File: config.mk
export PLATFORM = sky130hd
export DESIGN_NAME = laser_pulse_sequencer
export DESIGN_NICKNAME = d
export VERILOG_FILES = /design/src/rtl/laser_pkg.sv /design/src/rtl/pulse_channel.sv /design/src/rtl/laser_pulse_sequencer.sv
export SDC_FILE = /design/constraint.sdc
export NUM_CORES = 1
export LEC_CHECK = 0
export ABC_AREA = 1
export CAP_MARGIN = 20
export CORE_ASPECT_RATIO = 0.7
export CORE_MARGIN = 5
export CORE_UTILIZATION = 45
export DETAILED_ROUTE_END_ITERATION = 8
export DONT_BUFFER_PORTS = 1
export SYNTH_ARGS = -nofsm -noshare
export SYNTH_HDL_FRONTEND = slang
export SYNTH_SLANG_ARGS = --single-unit
File: constraint.sdc
create_clock -name clk -period 4.5 [get_ports clk]
set_input_delay 0.45 -clock clk [delete_from_list [all_inputs] [get_ports clk]]
set_output_delay 0.45 -clock clk [all_outputs]
set_load 0.1 [all_outputs]
File: src/rtl/laser_pkg.sv
// Shared encodings and constants for the laser pulse sequencer.
package laser_pkg;

    localparam int unsigned MODE_W     = 2;
    localparam int unsigned MIN_PERIOD = 2;

    typedef enum logic [1:0] {
        MODE_OFF    = 2'b00,
        MODE_CONT   = 2'b01,
        MODE_SINGLE = 2'b10,
        MODE_BURST  = 2'b11
    } mode_e;

    typedef enum logic [1:0] {
        ST_IDLE  = 2'b00,
        ST_ARMED = 2'b01,
        ST_RUN   = 2'b10,
        ST_FAULT = 2'b11
    } state_e;

endpackage

File: src/rtl/pulse_channel.sv
// One output channel: window compare against the period counter, registered.
module pulse_channel
    import laser_pkg::*;
#(
    parameter int unsigned CNT_W = 24
) (
    input  logic             clk,
    input  logic             rstn,
    input  logic             en_i,
    input  logic [CNT_W-1:0] cnt_i,
    input  logic [CNT_W-1:0] delay_i,
    input  logic [CNT_W-1:0] width_i,
    input  logic [CNT_W-1:0] last_i,
    output logic             pulse_o
);

    logic [CNT_W:0] stop_c;
    logic           hit_c;
    logic           pulse_q;

    // Extra bit keeps delay+width from wrapping; the last count of a period is never driven.
    assign stop_c = {1'b0, delay_i} + {1'b0, width_i};
    assign hit_c  = (cnt_i >= delay_i) && ({1'b0, cnt_i} < stop_c) && (cnt_i < last_i);

    always_ff @(posedge clk) begin
        if (!rstn) begin
            pulse_q <= 1'b0;
        end else begin
            pulse_q <= en_i & hit_c;
        end
    end

    assign pulse_o = pulse_q;

endmodule

File: src/rtl/laser_pulse_sequencer.sv
// Multi-channel laser pulse sequencer with trigger modes, shadow config and fault interlock.
module laser_pulse_sequencer
    import laser_pkg::*;
#(
    parameter int unsigned NUM_CH  = 2,
    parameter int unsigned CNT_W   = 24,
    parameter int unsigned BURST_W = 16
) (
    input  logic                    clk,
    input  logic                    rstn,
    input  logic                    cfg_update,
    input  logic [CNT_W-1:0]        period,
    input  logic [NUM_CH*CNT_W-1:0] delay,
    input  logic [NUM_CH*CNT_W-1:0] pulse_width,
    input  logic [MODE_W-1:0]       mode,
    input  logic [BURST_W-1:0]      burst_count,
    input  logic                    sw_trigger,
    input  logic                    trigger_ext,
    input  logic                    fault,
    input  logic                    fault_clear,
    output logic [NUM_CH-1:0]       pulse_out,
    output logic                    period_active,
    output logic                    busy,
    output logic                    fault_latched,
    output logic                    laser_disable,
    output logic [BURST_W-1:0]      periods_done
);

    state_e                    state_q, state_d;
    logic [CNT_W-1:0]          cnt_q, cnt_d;
    logic [BURST_W-1:0]        pd_q, pd_d;
    logic [CNT_W-1:0]          period_q, period_d;
    logic [NUM_CH*CNT_W-1:0]   delay_q, delay_d;
    logic [NUM_CH*CNT_W-1:0]   width_q, width_d;
    logic [BURST_W-1:0]        burst_q, burst_d;
    logic                      pend_q, pend_d;
    logic                      sync1_q, sync2_q, sync3_q;
    logic                      rst_done_q;
    logic                      period_active_q, busy_q, fault_latched_q, laser_disable_q;

    mode_e                     mode_c;
    logic                      trig_c;
    logic [CNT_W-1:0]          p_eff_c;
    logic [CNT_W-1:0]          last_c;
    logic                      at_end_c;
    logic [BURST_W-1:0]        pd_inc_c;
    logic                      load_c;
    logic                      run_en_c;

    assign mode_c   = mode_e'(mode);
    assign trig_c   = sw_trigger | (sync2_q & ~sync3_q);
    assign p_eff_c  = (period_q < CNT_W'(MIN_PERIOD)) ? CNT_W'(MIN_PERIOD) : period_q;
    assign last_c   = p_eff_c - CNT_W'(1);
    assign at_end_c = (state_q == ST_RUN) && (cnt_q == last_c);
    assign pd_inc_c = (pd_q == {BURST_W{1'b1}}) ? pd_q : pd_q + BURST_W'(1);
    assign run_en_c = (state_q == ST_RUN) && !fault;

    // Next state, period counter and burst counter; fault overrides everything and freezes counters.
    always_comb begin
        state_d = state_q;
        cnt_d   = cnt_q;
        pd_d    = pd_q;
        if (fault) begin
            state_d = ST_FAULT;
        end else begin
            case (state_q)
                ST_IDLE: begin
                    case (mode_c)
                        MODE_CONT:   state_d = ST_RUN;
                        MODE_SINGLE,
                        MODE_BURST:  state_d = ST_ARMED;
                        default:     state_d = ST_IDLE;
                    endcase
                end
                ST_ARMED: begin
                    if (mode_c == MODE_OFF) begin
                        state_d = ST_IDLE;
                    end else if (trig_c && !(mode_c == MODE_BURST && burst_q == '0)) begin
                        state_d = ST_RUN;
                        pd_d    = '0;
                    end
                end
                ST_RUN: begin
                    if (mode_c == MODE_OFF) begin
                        state_d = ST_IDLE;
                    end else if (at_end_c) begin
                        case (mode_c)
                            MODE_SINGLE: state_d = ST_ARMED;
                            MODE_BURST: begin
                                pd_d = pd_inc_c;
                                if (pd_inc_c >= burst_q) begin
                                    state_d = ST_ARMED;
                                end
                            end
                            default: state_d = ST_RUN;
                        endcase
                    end
                end
                ST_FAULT: begin
                    if (fault_clear) begin
                        state_d = ST_IDLE;
                    end
                end
                default: state_d = ST_IDLE;
            endcase
            if (state_d == ST_RUN) begin
                cnt_d = (state_q == ST_RUN && !at_end_c) ? cnt_q + CNT_W'(1) : '0;
            end
        end
    end

    // Shadow config: loads immediately outside RUN, otherwise deferred to the period boundary.
    always_comb begin
        pend_d   = pend_q | cfg_update;
        load_c   = 1'b0;
        period_d = period_q;
        delay_d  = delay_q;
        width_d  = width_q;
        burst_d  = burst_q;
        if (state_q == ST_IDLE || state_q == ST_ARMED || (at_end_c && !fault)) begin
            load_c = cfg_update | pend_q;
        end
        if (load_c) begin
            period_d = period;
            delay_d  = delay;
            width_d  = pulse_width;
            burst_d  = burst_count;
            pend_d   = 1'b0;
        end
    end

    always_ff @(posedge clk) begin
        if (!rstn) begin
            state_q         <= ST_IDLE;
            cnt_q           <= '0;
            pd_q            <= '0;
            period_q        <= '0;
            delay_q         <= '0;
            width_q         <= '0;
            burst_q         <= '0;
            pend_q          <= 1'b0;
            sync1_q         <= 1'b0;
            sync2_q         <= 1'b0;
            sync3_q         <= 1'b0;
            rst_done_q      <= 1'b0;
            period_active_q <= 1'b0;
            busy_q          <= 1'b0;
            fault_latched_q <= 1'b0;
            laser_disable_q <= 1'b1;
        end else begin
            state_q         <= state_d;
            cnt_q           <= cnt_d;
            pd_q            <= pd_d;
            period_q        <= period_d;
            delay_q         <= delay_d;
            width_q         <= width_d;
            burst_q         <= burst_d;
            pend_q          <= pend_d;
            sync1_q         <= trigger_ext;
            sync2_q         <= sync1_q;
            sync3_q         <= sync2_q;
            rst_done_q      <= 1'b1;
            period_active_q <= run_en_c;
            busy_q          <= (state_d == ST_RUN);
            fault_latched_q <= (state_d == ST_FAULT);
            laser_disable_q <= !rst_done_q || (state_d == ST_FAULT);
        end
    end

    for (genvar g = 0; g < NUM_CH; g++) begin : g_ch
        pulse_channel #(
            .CNT_W (CNT_W)
        ) u_ch (
            .clk     (clk),
            .rstn    (rstn),
            .en_i    (run_en_c),
            .cnt_i   (cnt_q),
            .delay_i (delay_q[g*CNT_W +: CNT_W]),
            .width_i (width_q[g*CNT_W +: CNT_W]),
            .last_i  (last_c),
            .pulse_o (pulse_out[g])
        );
    end

    assign period_active = period_active_q;
    assign busy          = busy_q;
    assign fault_latched = fault_latched_q;
    assign laser_disable = laser_disable_q;
    assign periods_done  = pd_q;

endmodule

==> results of run 1 <==
[stage by stage]
step | TNS (ns) | utilization | area [um2]
2_1_floorplan | 0 | - | 14100
3_3_place_gp | 0 | 0.471 | 14600
3_5_place_dp | 0 | 0.471 | 14600
4_1_cts | 0 | 0.491 | 15200
5_1_grt | -0.0187 | 0.510 | 15900
6_report | 0 | 0.510 | 15900
[worst max-delay path, cell delays in order (launching register included)]
cell	delay, ns
sky130_fd_sc_hd__dfxtp_1	0.31
sky130_fd_sc_hd__inv_1	0.15
sky130_fd_sc_hd__nand2_1	0.13
sky130_fd_sc_hd__nor3_1	0.16
sky130_fd_sc_hd__nand4_1	0.14
sky130_fd_sc_hd__nand2_1	0.11
sky130_fd_sc_hd__ha_2	0.18
sky130_fd_sc_hd__nand2_1	0.09
sky130_fd_sc_hd__nor2_2	0.13
sky130_fd_sc_hd__nand2_2	0.08
sky130_fd_sc_hd__nor4_4	0.27
sky130_fd_sc_hd__nand3_2	0.17
sky130_fd_sc_hd__nor2_4	0.13
sky130_fd_sc_hd__nand2_2	0.07
sky130_fd_sc_hd__nor2_2	0.10
sky130_fd_sc_hd__xor2_1	0.08
sky130_fd_sc_hd__ha_1	0.28
sky130_fd_sc_hd__nand2_1	0.08
sky130_fd_sc_hd__nor2_4	0.12
sky130_fd_sc_hd__nand2_2	0.07
sky130_fd_sc_hd__nor2_4	0.10
sky130_fd_sc_hd__nand4_4	0.10
sky130_fd_sc_hd__o21ai_4	0.22
sky130_fd_sc_hd__buf_12	0.18
sky130_fd_sc_hd__nand2_8	0.14
sky130_fd_sc_hd__buf_6	0.22
sky130_fd_sc_hd__o21ai_1	0.20
sky130_fd_sc_hd__a21oi_1	0.06
[state kept, by name (all words and copies together) (netlist names), 2 cells and up]
| register | cells |
|---|---|
| burst_q | 16 |
| cnt_q | 24 |
| delay_q | 48 |
| g_ch.u_ch.pulse_o | 2 |
| period_q | 24 |
| periods_done | 16 |
| state_q | 2 |
| width_q | 48 |
[how the worst min path moves through the flow]
stage | startpoint | end | slack [ns] | cells after the start
floorplan | rst_done_q | laser_disable | 0.37 | 1
global placement | sync1_q | sync2_q | 0.39 | 2
detailed placement | sync1_q | sync2_q | 0.40 | 2
CTS | rstn | rst_done_q | 0.005 | 0
global route | rstn | rst_done_q | 0.03 | 0
finish | fault | period_active | 0.06 | 1
[routing by layer]
| layer | routed length (um) | track usage | vias to the layer above |
|---|---|---|---|
| li1 | - | - | 6881 |
| met5 | 9 | 0 | - |
| met3 | 3860 | 0.0715 | 57 |
| met1 | 22700 | 0.348 | 6274 |
| met2 | 18900 | 0.344 | 456 |
| met4 | 722 | 0.0434 | 2 |
[synthesized netlist by cell type (4+ instances only)]
library cell               instances
sky130_fd_sc_hd__nor4_1            7
sky130_fd_sc_hd__nand3_1         150
sky130_fd_sc_hd__ha_1            185
sky130_fd_sc_hd__buf_4             9
sky130_fd_sc_hd__a31oi_1           5
sky130_fd_sc_hd__nor2_2            9
sky130_fd_sc_hd__dfxtp_1         189
sky130_fd_sc_hd__xnor2_1          28
sky130_fd_sc_hd__o21a_1            4
sky130_fd_sc_hd__inv_2            11
sky130_fd_sc_hd__nor2_1          143
sky130_fd_sc_hd__nand4_1          52
sky130_fd_sc_hd__o21ai_0         122
sky130_fd_sc_hd__nor2_4            5
sky130_fd_sc_hd__o21bai_1          7
sky130_fd_sc_hd__nor3_1           32
sky130_fd_sc_hd__clkbuf_1         34
sky130_fd_sc_hd__a21oi_1         279
sky130_fd_sc_hd__nand2_1         396
sky130_fd_sc_hd__a21o_1            7
sky130_fd_sc_hd__xor2_1           61
sky130_fd_sc_hd__nand2_2           9
sky130_fd_sc_hd__inv_1           214
sky130_fd_sc_hd__o21ai_1           4
sky130_fd_sc_hd__buf_2            23
sky130_fd_sc_hd__a211oi_1          6
[layout make-up]
| cell class | instances | area, um2 |
|---|---|---|
| well taps | 420 | 526 |
| fillers | 3056 | 15200 |
| clock buffers | 18 | 439 |
| inverters | 226 | 848 |
| repair buffers | 58 | 733 |
| flip-flops and latches | 189 | 3790 |
| multi-input cells | 1548 | 9350 |
| clock inverters | 14 | 179 |
[layout by cell type (no fill, tap or decap), types with 5 or more instances in the layout]
master                        n
sky130_fd_sc_hd__clkbuf_16   27
sky130_fd_sc_hd__xnor2_1     28
sky130_fd_sc_hd__nor4_1       7
sky130_fd_sc_hd__a21oi_1    279
sky130_fd_sc_hd__a31oi_1      5
sky130_fd_sc_hd__inv_2       20
sky130_fd_sc_hd__nand2_2     13
sky130_fd_sc_hd__nand2_1    390
sky130_fd_sc_hd__inv_6        5
sky130_fd_sc_hd__a21o_1       7
sky130_fd_sc_hd__o21bai_1     7
sky130_fd_sc_hd__dfxtp_1    187
sky130_fd_sc_hd__buf_4       35
sky130_fd_sc_hd__nand3_1    150
sky130_fd_sc_hd__o21ai_1     43
sky130_fd_sc_hd__nor2_2       9
sky130_fd_sc_hd__xor2_1      61
sky130_fd_sc_hd__nand2_8      6
sky130_fd_sc_hd__inv_1      205
sky130_fd_sc_hd__nand4_1     52
sky130_fd_sc_hd__a211oi_1     6
sky130_fd_sc_hd__nor2_1     142
sky130_fd_sc_hd__o21ai_0     80
sky130_fd_sc_hd__nor3_1      31
sky130_fd_sc_hd__nor2_4       7
sky130_fd_sc_hd__ha_1       184
[power groups by stage]
stage | registers (mW) | clock network, mW | logic (mW)
after global routing | 1.91 | 1.74 | 1.57
final | 1.90 | 1.65 | 1.40
after detailed placement | 1.94 | 0 | 1.23
after floorplan | 1.90 | 0 | 0.962
after global placement | 1.93 | 0 | 1.21
after CTS | 1.90 | 1.68 | 1.23
[timing repair]
item / in CTS / in global routing
hold buffers: 0 / 0
buffers inserted: 0 / 10
gates resized for setup: 0 / 90
setup endpoints to repair: 0 / 178
endpoints found under the hold margin: 0 / 0
[cell families after synthesis]
group	Yosys count
adders and majority gates	187
and+or+nand+nor	821
DFF	189
AOI/OAI and AO/OA	445
xor gates and xnor gates	89
buffers and inverters	295
==> impl_table.tex, run 1 <==
\begin{tabular}{lr}
\hline
Metric & Value \\
\hline
\multicolumn{2}{l}{\textbf{Run status}} \\
\quad Status & completed \\
\multicolumn{2}{l}{\textbf{Synthesis}} \\
\quad Number of enable flip-flop cells after synthesis & 0 \\
\quad Proportion of synthesized area in mux cells & 0 \\
\quad Top area cells in the synthesized netlist & sky130\_fd\_sc\_hd\_\_dfxtp\_1, sky130\_fd\_sc\_hd\_\_ha\_1, sky130\_fd\_sc\_hd\_\_nand2\_1 \\
\quad Cell area after synthesis & 14100 um2 \\
\quad Mean area per synthesized cell & 6.98 um2 \\
\quad Count of mapped cells out of synthesis & 2026 \\
\quad Register area share after synthesis & 0.268 \\
\quad Dominant combinational cell family by area after synthesis & simple AND/OR/NAND/NOR gates \\
\quad Arithmetic-cell share of the synthesized area counting full adders, half adders and majority gates & 0.167 \\
\quad Distinct cell type count after synthesis & 49 \\
\quad Mapped Nets & 2358 \\
\quad Post-synthesis sequential element count & 189 \\
\quad Yosys warning total & 0 \\
\quad Commonest register cell after synthesis & sky130\_fd\_sc\_hd\_\_dfxtp\_1 \\
\quad Share of synthesized registers carrying an async set or reset & 0 \\
\quad Top cell type by total area after synthesis & sky130\_fd\_sc\_hd\_\_dfxtp\_1 \\
\quad Xor/xnor share of the synthesized area & 0.0551 \\
\quad Post-Synth Simple-Gate Area & 0.259 \\
\quad Top cell type's share of synthesized area & 0.268 \\
\quad Post-synthesis compound-gate area fraction & 0.167 \\
\multicolumn{2}{l}{\textbf{STA}} \\
\quad Ratio of final minimum period to clock period & 0.933 \\
\quad Fin Hold WS & 0.0615 ns \\
\quad Post-route worst setup slack & 0.303 ns \\
\quad Normalized max-slew margin & 0.249 \\
\quad Final setup violation count & 0 \\
\quad Shortest period the worst path allows & 4.20 ns \\
\quad Unrepaired setup endpoints after global routing & yes \\
\quad Maximum clock frequency & 238 MHz \\
\quad Number of endpoints with negative hold slack in the final report & 0 \\
\quad Number of pins exceeding their max-slew limit in the final report & 0 \\
\quad Worst Clk Skew & 0.0151 ns \\
\quad Least-Margin Pin Slew & 1.13 ns \\
\multicolumn{2}{l}{\textbf{Layout}} \\
\quad Layout overhead on the synthesized area & 12.2\% \\
\quad Count of nets after finishing & 2372 \\
\quad Share of cells above drive strength 1 & 0.0818 \\
\quad Post-route non-filler standard cell count & 2473 \\
\quad Final antenna diode count & 0 \\
\multicolumn{2}{l}{\textbf{Global routing}} \\
\quad Total Routing Usage GR & 0.236 \\
\quad Maximum number of pins on one net before global-route repair & 97 \\
\quad Antenna violations before repair & 2 \\
\quad Total grt overflow & 0 \\
\quad Wire length of the first global-routing pass & 66800 um \\
\quad Vias in the first global route & 12400 \\
\multicolumn{2}{l}{\textbf{Clocking}} \\
\quad CTS sink cnt & 189 \\
\quad Clock slew seen by the registers of the worst setup and hold paths & 0.07 ns \\
\quad Clock latency on the worst-skew pair & 0.47 ns \\
\quad TritonCTS clock tree & yes \\
\quad H-tree Lvls & 4 \\
\quad Master cell of the clock root buffer & sky130\_fd\_sc\_hd\_\_clkbuf\_16 \\
\quad Inserted Clock Buffers & 17 \\
\quad Bufs on Longest Clock Path & 2 \\
\multicolumn{2}{l}{\textbf{Setup path}} \\
\quad Worst Setup End Kind & flop \\
\quad Startpoint of the worst setup timing path & period\_q[7] \\
\quad CP required & 4.85 ns \\
\quad Critical R2R Capture & delay\_q[19] \\
\quad Type of the worst setup path & reg2reg \\
\quad Reg2Reg Launch Point & period\_q[7] \\
\quad Critical path capture point & delay\_q[19] \\
\quad Crit-path max FO & 8 \\
\quad Critical Path Start Type & flop \\
\quad Register-to-register setup slack & 0.30 ns \\
\quad Worst reg-to-reg path cell count & 27 \\
\quad Worst endpoint data arrival time & 4.55 ns \\
\multicolumn{2}{l}{\textbf{Route}} \\
\quad \# DRC & 0 \\
\quad Total iterations of the first detailed-routing run & 6 \\
\quad Antenna Nets Post-Route & 0 \\
\quad Routed wire length per instance & 18.7 um \\
\quad Number of DRC markers after the initial detailed-route iteration & 1147 \\
\quad Routed vias & 13700 \\
\quad Vias per inst & 5.53 \\
\quad Routed wire length & 46200 um \\
\multicolumn{2}{l}{\textbf{Place}} \\
\quad IO buf count & 0 \\
\quad Post-DP HPWL & 32400 um \\
\quad Post-placement cell count & 2412 \\
\quad Weighted congestion reported at the end of routability-driven placement & 0.935 \\
\quad Setup slack after placement & 0.0309 ns \\
\multicolumn{2}{l}{\textbf{Power and ir drop}} \\
\quad Leakage & 7.15 nW \\
\quad Seq pwr share & 0.384 \\
\quad Post-layout total power & 4.95 mW \\
\quad Switching power as a share of total power & 0.355 \\
\quad Power density over the cells & 312 nW/um2 \\
\quad Largest vdd supply drop & 0.000259 V \\
\quad Fraction of power consumed by combinational cells & 0.282 \\
\quad Internal power consumption & 3.20 mW \\
\quad Net switching power & 1.76 mW \\
\quad Power share of the clock group & 0.334 \\
\multicolumn{2}{l}{\textbf{Hold path}} \\
\quad Worst hold path type & in2reg \\
\multicolumn{2}{l}{\textbf{Floorplan}} \\
\quad Die outline area & 35100 um2 \\
\quad Number of placed I/O pins & 167 \\
\quad Placeable core area & 31100 um2 \\
\quad Die Height & 158 um \\
\quad Die X & 222 um \\
\quad Initial Util & 0.455 \\
\quad Core Rows & 54 \\
\multicolumn{2}{l}{\textbf{Flow run}} \\
\quad Max-capacitance violation count & 0 \\
\hline
\end{tabular}
No activity file was read; power rests on OpenSTA's default activity.
==> inputs of run 2 (changes only) <==
--- a/config.mk
+++ b/config.mk
@@ -12,6 +12,7 @@
 export CORE_UTILIZATION = 45
 export DETAILED_ROUTE_END_ITERATION = 8
 export DONT_BUFFER_PORTS = 1
+export SETUP_SLACK_MARGIN = 0.5
 export SYNTH_ARGS = -nofsm -noshare
 export SYNTH_HDL_FRONTEND = slang
 export SYNTH_SLANG_ARGS = --single-unit
==> run 2 against run 1 <==
  * Die area is the same
  * Wire length grew 6.6%
  * Sequential cell count did not move
  * Register-to-register slack barely moved
  * Cell count grew 2.4%
  * Via count increased by 3.9%
  * Highest routed layer unchanged
  * Worst hold slack got worse by 0.0061 ns
  * Utilization increased by 4.5 points
  * Fmax down 0.14%
  * Worst setup slack got worse by 0.0057 ns
  * Total power is 5.5% higher
==> impl_table.tex, run 2 (synthesis gave the netlist of run 1 again) <==
\begin{tabular}{lr}
\hline
Metric & Value \\
\hline
\multicolumn{2}{l}{\textbf{Route}} \\
\quad Vias per inst & 5.61 (+1.5\%) \\
\quad Routed vias & 14200 (+3.9\%) \\
\quad Antenna Nets Post-Route & 0 (unchanged) \\
\quad Routed wire length per instance & 19.5 um (+4.1\%) \\
\quad Number of DRC markers after the initial detailed-route iteration & 1210 (+5.5\%) \\
\quad Routed wire length & 49300 um (+6.6\%) \\
\quad \# DRC & 0 (unchanged) \\
\quad Total iterations of the first detailed-routing run & 5 (-1) \\
\multicolumn{2}{l}{\textbf{STA}} \\
\quad Least-Margin Pin Slew & 1.26 ns (+0.129 ns) \\
\quad Sum Neg Setup Slack & 0 ns (unchanged) \\
\quad Final setup violation count & 0 (unchanged) \\
\quad Number of pins exceeding their max-slew limit in the final report & 0 (unchanged) \\
\quad Worst Clk Skew & 0.0223 ns (+0.00720 ns) \\
\quad Ratio of final minimum period to clock period & 0.934 (+0.00127) \\
\quad Normalized max-slew margin & 0.163 (-0.0862) \\
\quad Unrepaired setup endpoints after global routing & yes \\
\quad Shortest period the worst path allows & 4.20 ns (+0.00574 ns) \\
\quad Maximum clock frequency & 238 MHz (-0.14\%) \\
\quad Number of endpoints with negative hold slack in the final report & 0 (unchanged) \\
\multicolumn{2}{l}{\textbf{Place}} \\
\quad Weighted congestion reported at the end of routability-driven placement & 0.935 (unchanged) \\
\quad Post-DP HPWL & 32400 um (unchanged) \\
\quad IO buf count & 0 (unchanged) \\
\quad Post-placement cell count & 2412 (unchanged) \\
\multicolumn{2}{l}{\textbf{Layout}} \\
\quad Top Registers & delay\_q (48), width\_q (48) \\
\quad Layout overhead on the synthesized area & 22.0\% \\
\quad \# fillers & 2901 (-5.1\%) \\
\quad Util after Layout & 0.555 (+0.0446) \\
\quad Post-route non-filler standard cell count & 2532 (+2.4\%) \\
\quad Commonest non-fill, non-tap cells in the layout & sky130\_fd\_sc\_hd\_\_nand2\_1, sky130\_fd\_sc\_hd\_\_a21oi\_1, sky130\_fd\_sc\_hd\_\_inv\_1 \\
\quad Share of cells above drive strength 1 & 0.179 (+0.0971) \\
\quad Commonest non-fill, non-tap cell in the layout & sky130\_fd\_sc\_hd\_\_nand2\_1 \\
\quad Final antenna diode count & 0 (unchanged) \\
\quad Count of nets after finishing & 2431 (+2.5\%) \\
\multicolumn{2}{l}{\textbf{Setup path}} \\
\quad CP required & 4.85 ns (about the same) \\
\quad Critical Path Start Type & flop \\
\quad Crit-path slowest cell & sky130\_fd\_sc\_hd\_\_dfxtp\_2 \\
\quad Worst endpoint data arrival time & 4.55 ns (about the same) \\
\quad Critical R2R Capture & delay\_q[32] \\
\quad Type of the worst setup path & reg2reg \\
\quad Worst Setup End Kind & flop \\
\quad Register-to-register setup slack & 0.30 ns (about the same) \\
\quad Delay of the slowest cell on the worst path & 0.34 ns (+0.03 ns) \\
\quad Critical path capture point & delay\_q[32] \\
\quad Reg2Reg Launch Point & period\_q[15] \\
\quad Crit-path max FO & 16 (+8) \\
\quad Startpoint of the worst setup timing path & period\_q[15] \\
\quad Worst reg-to-reg path cell count & 29 (+7.4\%) \\
\multicolumn{2}{l}{\textbf{Clocking}} \\
\quad Clock latency on the worst-skew pair & 0.47 ns (about the same) \\
\quad H-tree Lvls & 4 (unchanged) \\
\quad CTS sink cnt & 189 (unchanged) \\
\quad Clock slew seen by the registers of the worst setup and hold paths & 0.08 ns (about the same) \\
\quad Master cell of the clock root buffer & sky130\_fd\_sc\_hd\_\_clkbuf\_16 \\
\quad TritonCTS clock tree & yes \\
\quad Hold buffer count at CTS & 0 (unchanged) \\
\quad Bufs on Longest Clock Path & 2 (unchanged) \\
\quad Inserted Clock Buffers & 17 (unchanged) \\
\multicolumn{2}{l}{\textbf{Global routing}} \\
\quad Vias in the first global route & 12700 (+2.7\%) \\
\quad Total grt overflow & 0 (unchanged) \\
\quad Maximum number of pins on one net before global-route repair & 97 (unchanged) \\
\quad Total Routing Usage GR & 0.249 (+0.0133) \\
\quad Wire length of the first global-routing pass & 70000 um (+4.7\%) \\
\quad Antenna violations before repair & 1 (-1) \\
\multicolumn{2}{l}{\textbf{Floorplan}} \\
\quad Die outline area & 35100 um2 (unchanged) \\
\quad Die X & 222 um (unchanged) \\
\quad Number of placed I/O pins & 167 (unchanged) \\
\quad Placeable core area & 31100 um2 (unchanged) \\
\quad Die Height & 158 um (unchanged) \\
\quad Initial Util & 0.455 (unchanged) \\
\quad Core Rows & 54 (unchanged) \\
\multicolumn{2}{l}{\textbf{Power and ir drop}} \\
\quad Leakage & 7.72 nW (+8.0\%) \\
\quad Largest vdd supply drop & 0.000261 V (+0.68\%) \\
\quad Power density over the cells & 303 nW/um2 (-2.9\%) \\
\multicolumn{2}{l}{\textbf{Flow run}} \\
\quad Max-capacitance violation count & 0 (unchanged) \\
\multicolumn{2}{l}{\textbf{Hold path}} \\
\quad Worst hold path type & in2reg \\
\multicolumn{2}{l}{\textbf{Run status}} \\
\quad Status & completed \\
\hline
\end{tabular}
run 2: cell types whose count changed in the layout (fill, tap and decap cells not counted), moves of 13 or more:
cell / change
sky130_fd_sc_hd__a21oi_2: +29
sky130_fd_sc_hd__o21ai_2: +38
sky130_fd_sc_hd__o21ai_0: -32
sky130_fd_sc_hd__buf_4: +35
sky130_fd_sc_hd__nand2_4: +26
sky130_fd_sc_hd__o21ai_1: -16
sky130_fd_sc_hd__nand2_2: +13
sky130_fd_sc_hd__nand2_1: -38
sky130_fd_sc_hd__a21oi_1: -29
run 2: cell type report:
| class | count | area, um2 | share of cell area |
|---|---|---|---|
| multi-input combinational | 1553 | 10100 | 0.585 |
| clock inverter | 14 | 179 | 0.0104 |
| timing repair buffer | 112 | 1340 | 0.0778 |
| clock buffer | 18 | 439 | 0.0255 |
| inverter | 226 | 858 | 0.0498 |
| tap | 420 | 526 | 0.0305 |
| sequential | 189 | 3810 | 0.221 |
run 2: per-layer routing:
metal	vias to the layer above	global-route usage	share of wire
li1	7014	-	-
met1	6526	0.362	0.47
met2	561	0.361	0.41
met3	97	0.0761	0.088
met4	2	0.0637	0.027
met5	-	0	0.00014
run 2: worst max-delay path: cells and delay by family, from the launching register on:
kind / cells / cell delay (ns)
buf+inv: 3 / 0.43
simple gates: 20 / 2.24
xor+xnor: 1 / 0.08
fa+ha+maj: 2 / 0.47
flops: 1 / 0.34
compound gates: 3 / 0.48
run 2: worst min path at each step:
| stage | from | to | slack, ns | depth (start not counted) |
|---|---|---|---|---|
| after floorplan | rst_done_q | laser_disable | 0.37 | 1 |
| after global placement | sync1_q | sync2_q | 0.39 | 2 |
| after detailed placement | sync1_q | sync2_q | 0.40 | 2 |
| after CTS | rstn | rst_done_q | 0.005 | 0 |
| after global routing | fault | period_active | 0.04 | 1 |
| final | fault | period_active | 0.06 | 1 |
run 2: power breakdown:
part / total [mW] / internal (mW) / switching [mW]
clock network: 1.66 / 0.901 / 0.755
logic: 1.66 / 0.656 / 1.01
registers: 1.91 / 1.79 / 0.121
total: 5.23 / 3.35 / 1.88
run 2: per-stage QoR:
stage	setup slack (ns)	hold WS (ns)	instance area, um2	power (mW)
final	0.297	0.0554	17200	5.23
after global routing	0.0455	0.0426	17200	5.50
after CTS	0.468	0.00544	15800	4.96
after detailed placement	0.0309	0.398	14600	3.16
after global placement	0.125	0.394	14600	3.14
after floorplan	0.746	0.366	14100	2.86
run 2: repair_timing:
action,4_1_cts,5_1_grt
buffers inserted,35,22
cloned,8,23
resized for setup,90,244
pin swaps,24,26
hold endpoints to repair,0,0
setup endpoints to repair,178,183
